`config.mk`:
```
export PLATFORM = sky130hd
export DESIGN_NAME = uart_tx_sequencer
export DESIGN_NICKNAME = d
export VERILOG_FILES = /design/src/rtl/uart_tx_sequencer.sv
export SDC_FILE = /design/constraint.sdc
export NUM_CORES = 1
export LEC_CHECK = 0
export ABC_AREA = 1
export BUFFER_PORTS_ARGS = -buffer_cell sky130_fd_sc_hd__buf_2
export CORE_ASPECT_RATIO = 0.5
export CORE_MARGIN = 2
export CORE_UTILIZATION = 55
export DETAILED_ROUTE_END_ITERATION = 10
export GPL_ROUTABILITY_DRIVEN = 0
export GPL_TIMING_DRIVEN = 1
export PLACE_DENSITY = 0.77
export SETUP_SLACK_MARGIN = 0.4
export SLEW_MARGIN = 15
export SYNTH_ARGS = -nofsm -noshare
export SYNTH_HDL_FRONTEND = slang
export SYNTH_SLANG_ARGS = --single-unit
export TNS_END_PERCENT = 10
```
`constraint.sdc`:
```
create_clock -name clk -period 3.39 [get_ports clk]
set_input_delay 0.678 -clock clk [delete_from_list [all_inputs] [get_ports clk]]
set_output_delay 0.678 -clock clk [all_outputs]
set_load 0.01 [all_outputs]
```
`src/rtl/uart_tx_sequencer.sv`:
```
// Configures a 16750-style UART over its parallel bus, then feeds it one byte
// at a time, polling LSR.THRE before each THR write.
module uart_tx_sequencer #(
  parameter logic [15:0] DIVISOR = 16'h0011,
  parameter logic [7:0]  LCR_CFG = 8'h03,
  parameter logic [7:0]  FCR_CFG = 8'h00
) (
  input  logic        clk,
  input  logic        rst,
  input  logic [7:0]  tx_data,
  input  logic        tx_valid,
  output logic        tx_ready,
  output logic        uart_cs,
  output logic        uart_wr,
  output logic        uart_rd,
  output logic [2:0]  uart_addr,
  output logic [7:0]  uart_din,
  input  logic [7:0]  uart_dout,
  output logic        cfg_done,
  output logic [15:0] tx_count
);

  localparam logic [3:0] S_IDLE      = 4'd0;
  localparam logic [3:0] S_CFG_DLAB  = 4'd1;
  localparam logic [3:0] S_CFG_DLL   = 4'd2;
  localparam logic [3:0] S_CFG_DLM   = 4'd3;
  localparam logic [3:0] S_CFG_LCR   = 4'd4;
  localparam logic [3:0] S_CFG_FCR   = 4'd5;
  localparam logic [3:0] S_CFG_IER   = 4'd6;
  localparam logic [3:0] S_WAIT_DATA = 4'd7;
  localparam logic [3:0] S_POLL_LSR  = 4'd8;
  localparam logic [3:0] S_WRITE_THR = 4'd9;

  localparam logic [2:0] A_LSR = 3'd5;

  logic [3:0]  r_state;
  logic [1:0]  r_ph;
  logic [7:0]  r_hold;
  logic [7:0]  r_lsr;
  logic        r_tx_ready;
  logic        r_cs;
  logic        r_wr;
  logic        r_rd;
  logic [2:0]  r_addr;
  logic [7:0]  r_din;
  logic        r_cfg_done;
  logic [15:0] r_tx_count;

  logic [2:0]  w_addr;
  logic [7:0]  w_din;
  logic [3:0]  w_next;

  // Target register, data and successor for every write-type state
  always_comb begin
    w_addr = 3'd0;
    w_din  = 8'h00;
    w_next = S_IDLE;
    case (r_state)
      S_CFG_DLAB:  begin w_addr = 3'd3; w_din = LCR_CFG | 8'h80; w_next = S_CFG_DLL;   end
      S_CFG_DLL:   begin w_addr = 3'd0; w_din = DIVISOR[7:0];    w_next = S_CFG_DLM;   end
      S_CFG_DLM:   begin w_addr = 3'd1; w_din = DIVISOR[15:8];   w_next = S_CFG_LCR;   end
      S_CFG_LCR:   begin w_addr = 3'd3; w_din = LCR_CFG;         w_next = S_CFG_FCR;   end
      S_CFG_FCR:   begin w_addr = 3'd2; w_din = FCR_CFG;         w_next = S_CFG_IER;   end
      S_CFG_IER:   begin w_addr = 3'd1; w_din = 8'h00;           w_next = S_WAIT_DATA; end
      S_WRITE_THR: begin w_addr = 3'd0; w_din = r_hold;          w_next = S_WAIT_DATA; end
      default:     begin w_addr = 3'd0; w_din = 8'h00;           w_next = S_IDLE;      end
    endcase
  end

  always_ff @(posedge clk or posedge rst) begin
    if (rst) begin
      r_state    <= S_IDLE;
      r_ph       <= 2'd0;
      r_hold     <= 8'h00;
      r_lsr      <= 8'h00;
      r_tx_ready <= 1'b0;
      r_cs       <= 1'b0;
      r_wr       <= 1'b0;
      r_rd       <= 1'b0;
      r_addr     <= 3'd0;
      r_din      <= 8'h00;
      r_cfg_done <= 1'b0;
      r_tx_count <= 16'h0000;
    end else begin
      case (r_state)
        S_IDLE: begin
          r_state <= S_CFG_DLAB;
          r_ph    <= 2'd0;
        end
        S_WAIT_DATA: begin
          if (r_tx_ready && tx_valid) begin
            r_hold     <= tx_data;
            r_tx_ready <= 1'b0;
            r_state    <= S_POLL_LSR;
            r_ph       <= 2'd0;
          end
        end
        // Four-edge read; the decision at R4 uses the copy captured at R3
        S_POLL_LSR: begin
          case (r_ph)
            2'd0: begin r_cs <= 1'b1; r_addr <= A_LSR; r_ph <= 2'd1; end
            2'd1: begin r_rd <= 1'b1; r_ph <= 2'd2; end
            2'd2: begin r_lsr <= uart_dout; r_ph <= 2'd3; end
            default: begin
              r_cs <= 1'b0;
              r_rd <= 1'b0;
              r_ph <= 2'd0;
              if (r_lsr[5]) r_state <= S_WRITE_THR;
            end
          endcase
        end
        default: begin
          case (r_ph)
            2'd0: begin r_cs <= 1'b1; r_addr <= w_addr; r_din <= w_din; r_ph <= 2'd1; end
            2'd1: begin r_wr <= 1'b1; r_ph <= 2'd2; end
            default: begin
              r_cs    <= 1'b0;
              r_wr    <= 1'b0;
              r_ph    <= 2'd0;
              r_state <= w_next;
              if (w_next == S_WAIT_DATA) r_tx_ready <= 1'b1;
              if (r_state == S_CFG_IER) r_cfg_done <= 1'b1;
              if (r_state == S_WRITE_THR) r_tx_count <= r_tx_count + 16'd1;
            end
          endcase
        end
      endcase
    end
  end

  assign tx_ready  = r_tx_ready;
  assign uart_cs   = r_cs;
  assign uart_wr   = r_wr;
  assign uart_rd   = r_rd;
  assign uart_addr = r_addr;
  assign uart_din  = r_din;
  assign cfg_done  = r_cfg_done;
  assign tx_count  = r_tx_count;

endmodule

```
-- Word level (Yosys, flattened, before mapping)
Cells that the tools add are included.
- register bits after elaboration: 52
- output and inout bits: 32
- add/subtract/negate cells: 1
- equal/unequal tests: 19
- muxes and demuxes: 24
- bitwise gates (word level): 6
- reduce and logical (&&, ||, !) cells: 25
- operator list (cell ; number):
    8-bit case mux with 4 select lines ; 1
    4-bit by 3-bit equality test with 1-bit output (second input constant) ; 5
    2-bit case mux with 3 select lines ; 3
    3-bit case mux with 6 select lines ; 1
    16-bit by 1-bit adder with 16-bit output (second input constant) ; 1
    4-bit 2-to-1 mux ; 4
    2-bit OR reduction ; 8
    1-bit case mux with 2 select lines ; 6
    4-bit case mux with 3 select lines ; 1
    2-bit AND reduction ; 6
    3-bit AND reduction ; 3
    4-bit by 2-bit equality test with 1-bit output (second input constant) ; 2
    4-bit equality test (second input constant) ; 2
    2-bit != test (second input constant) ; 4
    4-bit AND reduction ; 2
    3-bit 2-to-1 mux ; 2
    1-bit inverter ; 6
    3-bit case mux with 2 select lines ; 1
    3-bit OR reduction ; 2
    4-bit by 1-bit equality test with 1-bit output (second input constant) ; 1
    4-bit logical NOT ; 1
    2-bit by 1-bit != test with 1-bit output (second input constant) ; 2
    4-bit by 1-bit != test with 1-bit output (second input constant) ; 1
    2-bit case mux with 2 select lines ; 1
    7 further kinds ; 9

-- Longest topological paths before layout
Gate-level depths: netlist of run 1.
- depth after elaboration: 7
- gate-level depth with buffers: 9
- depth with buffers taken out: 9

-- Least setup slack after synthesis of run 1
Ideal clock, no wire load.
- path kind: register -> register
- from: register r_ph[0]
- to: register r_tx_count[3], in the netlist tx_count[3]
- library setup time: 0.117 ns
- arrival: 1.438 ns
- data required time: 3.273 ns
- path slack: 1.836 ns
- cell stages (with the launch flop): 10
- cell sequence: dfrtp_1 -> inv_1 -> ha_1 -> inv_1 -> nand2_1 -> nor2_4 -> nand2_4 -> buf_6 -> nand2_1 -> nand2_1
- word-level cells in the longest chain between the ends: 4
- ends and longest elaborated chain (element ; line ; text):
    start, declared ; 37 ; logic [1:0] r_ph;
    start signal, assigned ; 73 ; r_ph <= 2'd0;
    start signal, assigned ; 88 ; r_ph <= 2'd0;
    start signal, assigned ; 95 ; r_ph <= 2'd0;
    2-bit by 1-bit equality test with 1-bit output / 2-bit logical NOT (equally long branches) ; 113 ; case (r_ph)
    2-bit OR reduction (no line) * ; -- ;
    1-bit inverter (no line) * ; -- ;
    3-bit AND reduction (no line) * ; -- ;
    end signal, assigned ; 123 ; if (r_state == S_WRITE_THR) r_tx_count <= r_tx_count + 16'd1;
    end, declared ; 47 ; logic [15:0] r_tx_count;
Every way passes the cells marked *; elsewhere a longest branch is shown, timed or not.
A chain may end at the register's enable or synchronous reset.

-- Worst setup path after layout of run 1
- from: register r_ph[0]
- to: register r_state[1]
- word-level cells in the longest chain between the ends: 4
- ends and longest elaborated chain (element ; line ; text):
    2-bit by 1-bit equality test with 1-bit output (tied with other cells) ; 100, 113 ;
    2-bit OR reduction (no line) / 3-bit OR reduction (equally long branches) ; -- ;
    4-bit by 1-bit != test with 1-bit output (no line) / 2-bit != test (equally long branches) ; -- ;
    4-bit AND reduction (no line) * ; -- ;
    end signal, assigned ; 120 ; r_state <= w_next;
    end, declared ; 36 ; logic [3:0] r_state;
Marked as above.

==> key figures, run 1 <==
Clock tree
  • Root Buffer: clkbuf_8
  • CTS Sinks: 47
  • Cts repair resizes: 0
  • TritonCTS Buffers: 5
  • H-tree Lvls: 2
  • Clock Latency Late Sink: around 300 ps
  • Setup bufs post-CTS: 0
  • Clk pin slew, worst setup/hold paths: ~90 ps
  • CTS tree: yes
  • CTS max path bufs: 2
  • Hold-fix buffers, CTS: 0

Floorplanning
  • Die W: 101 microns
  • Die area: ~0.0053 sq mm
  • Die height: about 52 microns
  • Row cnt: 17
  • CORE AREA: roughly 0.0045 sq mm
  • Initial core utilization: 57.8%
  • Top-Level Pins: 51

Placed design
  • Post-Place Cells: 435
  • # port buffers: 43
  • DPL Wire Length: between 3 and 4 mm

Status
  • Status: finished clean

GRT
  • Gr usage total: roughly 22%
  • Grt ovf: 0
  • Largest net degree at the start of global routing: 48
  • Vias in the first global route: 2060
  • First-pass GRT wire length: a little over 9 mm
  • Initial antenna violation count: 0

Route
  • Number of nets with antenna violations after routing: 0
  • Vias per inst: roughly 5.1
  • Drc violations: 0
  • DRT iter0 DRCs: roughly 140
  • Wirelength per Cell: 12.0 microns
  • TritonRoute pass-1 iters: 4
  • DR vias: approximately 2200
  • Final wirelength: between 5 and 6 mm

Logic synthesis
  • Post-Synthesis Cell Area: about 0.0026 sq mm
  • Synth top area share: roughly 46%
  • Yosys warns: 0
  • Distinct cells, synth: 27
  • Synthesized area per cell: between 7 and 8 sq um
  • FF+latch count, synth: 47
  • Mapped Nets: roughly 360
  • Seq/Total Area, Yosys: a little under half
  • Post-Synthesis Cells: 338
  • Synth area leader: dfrtp_1
  • Synth top area cells: dfrtp_1 (46%), nand2_1 (20%), nor2_1 (5.1%)

Setup path
  • Worst-path cell chain: inv_1 -> ha_1 -> inv_1 -> nand2_1 -> nand3_1 -> nand3_2 -> nand2_1 -> o21ai_0
  • Kind of start point of the critical path: flip-flop
  • CP bufs+invs: 2
  • CP max FO: 7
  • R2R depth: 8
  • Slowest stage cell, crit path: dfrtp_1
  • Crit-path max cell delay: approximately 430 ps
  • CP Capture Type: flip-flop
  • Critical Path Stages: 8
  • Crit Path Class: reg2reg
  • Critical Path RT: roughly 3600 ps
  • CP delay by family, top: simple AND/OR/NAND/NOR gates
  • Register-to-register setup slack: approximately 1600 ps
  • Worst EP arrival: approximately 2000 ps

Cells and area
  • Finished Layout Cells: around 440
  • Layout cell share with drive strength beyond 1: between 10% and 20%
  • Nets@finish: about 410
  • Commonest non-fill, non-tap cell in the layout: nand2_1
  • Synth-to-layout area growth: 13.2%
  • Most frequent cells in the layout: nand2_1 (135), dfrtp_1 (47), buf_2 (43)
  • Fill count: 395
  • Antenna Cells: 0

STA
  • Final Slew Violations: 0
  • Setup TNS: 0 ps
  • Hold Violations, Final: 0
  • Clock skew: between 6 and 7 ps
  • Slew headroom: between 30% and 40%
  • Fmax: 551 MHz
  • Crit path time final: approximately 1800 ps
  • Crit share post-route: 53.5%
  • Slew @ Worst Pin: 973 ps
  • RSZ-0062 raised after global routing: no
  • Setup Viol. Count Final: 0

Min path
  • WHS Path Cells: 2
  • Hold Path Class: reg2reg

Power
  • Peak VDD IR: 420 uV
  • P_leak: approximately 1.6 nW
  • Pwr dens: 770 mW/mm^2

Flow run
  • Max-cap viol count: 0
[synthesized netlist by cell type]
cell type  number
nand3_1        16
nor3_1          1
o21bai_1        1
ha_1            5
nand2_4         5
nor2_4          7
xnor2_1         5
buf_4           1
o21ai_1         1
nor2_1         35
o211ai_1        1
inv_1          30
nand2_2         1
dfrtp_1        47
clkinv_2        1
nor2_2          3
nand2_1       135
xor2_1          3
o21ai_0        19
buf_6           2
clkinv_4        1
nand4_1         4
o21a_1          3
nand3_2         1
inv_2           3
a21oi_1         6
nand4_4         1
[kinds of logic after synthesis]
| logic type | count (synthesis) | synth area share, % |
|---|---|---|
| XOR/XNOR | 8 | 2.71 |
| flip-flops | 47 | 45.5 |
| buffers and inverters | 38 | 6.49 |
| AO/OA/AOI/OAI | 31 | 6.49 |
| AND/OR/NAND/NOR | 209 | 36.4 |
| adder cells (fa/ha/maj) | 5 | 2.42 |
[flip-flops by register name, summed over array words and instances, names as in the netlist]
register / count
uart_addr: 3
tx_count: 16
tx_ready: 1
r_ph: 2
uart_wr: 1
uart_cs: 1
uart_rd: 1
r_lsr: 1
r_hold: 8
cfg_done: 1
uart_din: 8
r_state: 4
[path summary, 6_finish.rpt]
| check | end | startpoint |
|---|---|---|
| max reg2reg | r_state[1] | r_ph[0] |
| max | r_state[1] | r_ph[0] |
| min in group asynchronous | uart_din[6] | rst |
| min reg2reg | uart_din[7] | uart_din[7] |
| min | uart_din[7] | uart_din[7] |
| max in group asynchronous | r_state[1] | rst |
[worst min-delay path, cell delays in order (launching register included)]
cell,delay (ps)
dfrtp_1,350
nand2_1,50
nand2_1,50
[stage by stage]
step	setup WS [ps]	utilization, %	area, sq um	hold WS [ps]	power [mW]
floorplan	1600	-	2580	441	1.64
global placement	1690	63.6	2840	454	1.89
detailed placement	1620	63.6	2840	454	1.93
CTS	1590	65.5	2930	476	2.27
global route	1380	65.5	2930	498	2.45
finish	1580	65.5	2930	472	2.25
[area by class of cell]
cell class / count / area [sq um] / area share [%]
multi-input cells: 253 / 1240 / 42.4
flip-flops and latches: 47 / 1180 / 40.2
repair buffers: 43 / 215 / 7.36
inverters: 35 / 138 / 4.70
clock buffers: 6 / 72.6 / 2.48
well taps: 57 / 71.3 / 2.44
clock inverters: 2 / 12.5 / 0.428
[where the power goes]
part           leakage, nW  internal [mW]  switching (mW)
Combinational        0.943          0.367           0.665
Clock               0.0412          0.144           0.189
Sequential           0.599          0.746           0.141
Total                 1.58           1.26           0.995
[metal layers]
metal  up-vias  wire [microns]  track usage [%]
met5         -               0                0
met1      1041            2530             29.2
met2        57            2500             37.7
met4         0              65             8.33
met3         9             236             4.53
li1       1142               -                -
Note: power is estimated with default switching activity, not from simulation.
==> run 2: changes to the inputs <==
==> constraint.sdc (replaced) <==
create_clock -name clk -period 1.85 [get_ports clk]
set_input_delay 0.37 -clock clk [delete_from_list [all_inputs] [get_ports clk]]
set_output_delay 0.37 -clock clk [all_outputs]
set_load 0.01 [all_outputs]
==> key figures, run 2 (synthesis results as in run 1) <==
Cells and area
  • Layout cell share with drive strength beyond 1: ~30%
  • Nets@finish: around 430
  • Antenna Cells: 0
  • Commonest non-fill, non-tap cell in the layout: nand2_1
  • Synth-to-layout area growth: 27.8%
  • Most frequent cells in the layout: nand2_1 (130), buf_2 (43), dfrtp_1 (41)
  • Final Core Density: ~74%
  • Largest register FFs: 16

Clock tree
  • CTS max path bufs: 2
  • TritonCTS Buffers: 5
  • H-tree Lvls: 2
  • CTS Sinks: 47
  • Clock Latency Late Sink: 310 ps
  • CTS tree: yes
  • Hold-fix buffers, CTS: 0
  • Root Buffer: clkbuf_8
  • Clk pin slew, worst setup/hold paths: approximately 100 ps

Route
  • Vias per inst: 5.32
  • Top sig layer: met4
  • Wirelength per Cell: roughly 14 microns
  • Number of nets with antenna violations after routing: 0
  • Drc violations: 0
  • DR vias: between 2000 and 2500
  • Met3 wire len: approximately 480 microns
  • Routed wl met2: ~3.3 mm
  • Met1 WL: around 2.8 mm
  • TritonRoute pass-1 iters: 4
  • DRT iter0 DRCs: 119
  • Final wirelength: around 6.7 mm

Setup path
  • Register-to-register setup slack: about 320 ps
  • Worst-path cell chain: nor2_1 -> nand2_1 -> nand2_1 -> inv_1 -> nand3_1 -> nand2_1 -> o21ai_0
  • FF-to-FF End: uart_cs
  • Crit Path Class: reg2reg
  • CP Capture Type: flip-flop
  • Top cell by count, worst path: nand2_1
  • Slowest stage cell, crit path: dfrtp_2
  • CP bufs+invs: 1
  • Critical Path RT: approximately 2100 ps
  • RR Startpoint: r_state[3]
  • CP max FO: 5
  • Kind of start point of the critical path: flip-flop
  • CP delay by family, top: simple AND/OR/NAND/NOR gates
  • R2R depth: 7
  • Worst EP arrival: between 1500 and 2000 ps
  • Crit-path max cell delay: 470 ps

STA
  • Crit path time final: ~1500 ps
  • Slew @ Worst Pin: ~370 ps
  • Hold Violations, Final: 0
  • Final Slew Violations: 0
  • Slew headroom: approximately three quarters
  • Fmax: around 650 MHz
  • Crit share post-route: between 80 and 90%
  • Setup TNS: 0 ps
  • RSZ-0062 raised after global routing: yes
  • Setup Viol. Count Final: 0
  • Clock skew: about 11 ps

Placed design
  • # port buffers: 43
  • DPL Wire Length: about 4.1 mm

Floorplanning
  • Die area: around 0.0053 sq mm
  • Top-Level Pins: slightly above 50
  • CORE AREA: approximately 0.0045 sq mm
  • Row cnt: 17
  • Die height: between 50 and 60 microns
  • Initial core utilization: 57.8%
  • Die W: 101 microns

GRT
  • Vias in the first global route: roughly 2100
  • Grt ovf: 0
  • Initial antenna violation count: 0
  • Largest net degree at the start of global routing: 19
  • First-pass GRT wire length: between 9 and 10 mm
  • Gr usage total: between 20 and 25%

Power
  • P_leak: about 1.8 nW
  • Pwr dens: between 1500 and 2000 mW/mm^2
  • Peak VDD IR: about 800 uV

Min path
  • Hold Path Class: in2async

Flow run
  • Max-cap viol count: 0

Status
  • Status: finished clean
==> run 2: worst max-delay path by stage <==
stage	to	start	slack [ps]	cells after the start
2_1_floorplan	tx_count[3]	r_ph[0]	420	9
3_3_place_gp	tx_count[0]	r_ph[0]	340	7
3_5_place_dp	r_state[1]	r_ph[0]	300	8
4_1_cts	tx_count[8]	tx_count[0]	320	7
5_1_grt	uart_cs	r_state[1]	300	7
6_report	uart_cs	r_state[3]	320	7
==> run 2: stage by stage <==
stage	instances	power, mW	hold WS, ps	setup WS [ps]	instance area [sq um]
after floorplan	338	3.03	393	420	2590
after global placement	438	3.48	367	338	2870
after detailed placement	438	3.55	375	296	2870
after CTS	449	4.47	39.8	322	3030
after global routing	468	5.40	35.1	296	3300
final	468	5.07	25.1	318	3300
==> run 2: power by group <==
group	internal, mW	total, mW	switching (mW)
Combinational	1.02	2.59	1.57
Sequential	1.38	1.65	0.274
Clock	0.445	0.826	0.381
==> run 2: what timing repair did <==
item / CTS / global route
cloned: 0 / 1
buffers inserted: 3 / 18
resized for setup: 4 / 37
pin swaps: 1 / 12
endpoints found under the setup margin: 33 / 42
==> run 2: final cells by class <==
cell class                 instances  area, sq um
fill                             328         1160
sequential                        47         1180
clock buffer                       6         82.6
inverter                          35          158
tap                               57         71.3
clock inverter                     2         38.8
timing repair buffer              67          424
multi-input combinational        254         1350
==> run 2: metal layers <==
metal  GRT usage [%]  vias up
met5               0        -
met4            6.53        0
met3            5.87        9
met2            39.4      111
met1            29.7     1172
li1                -     1200
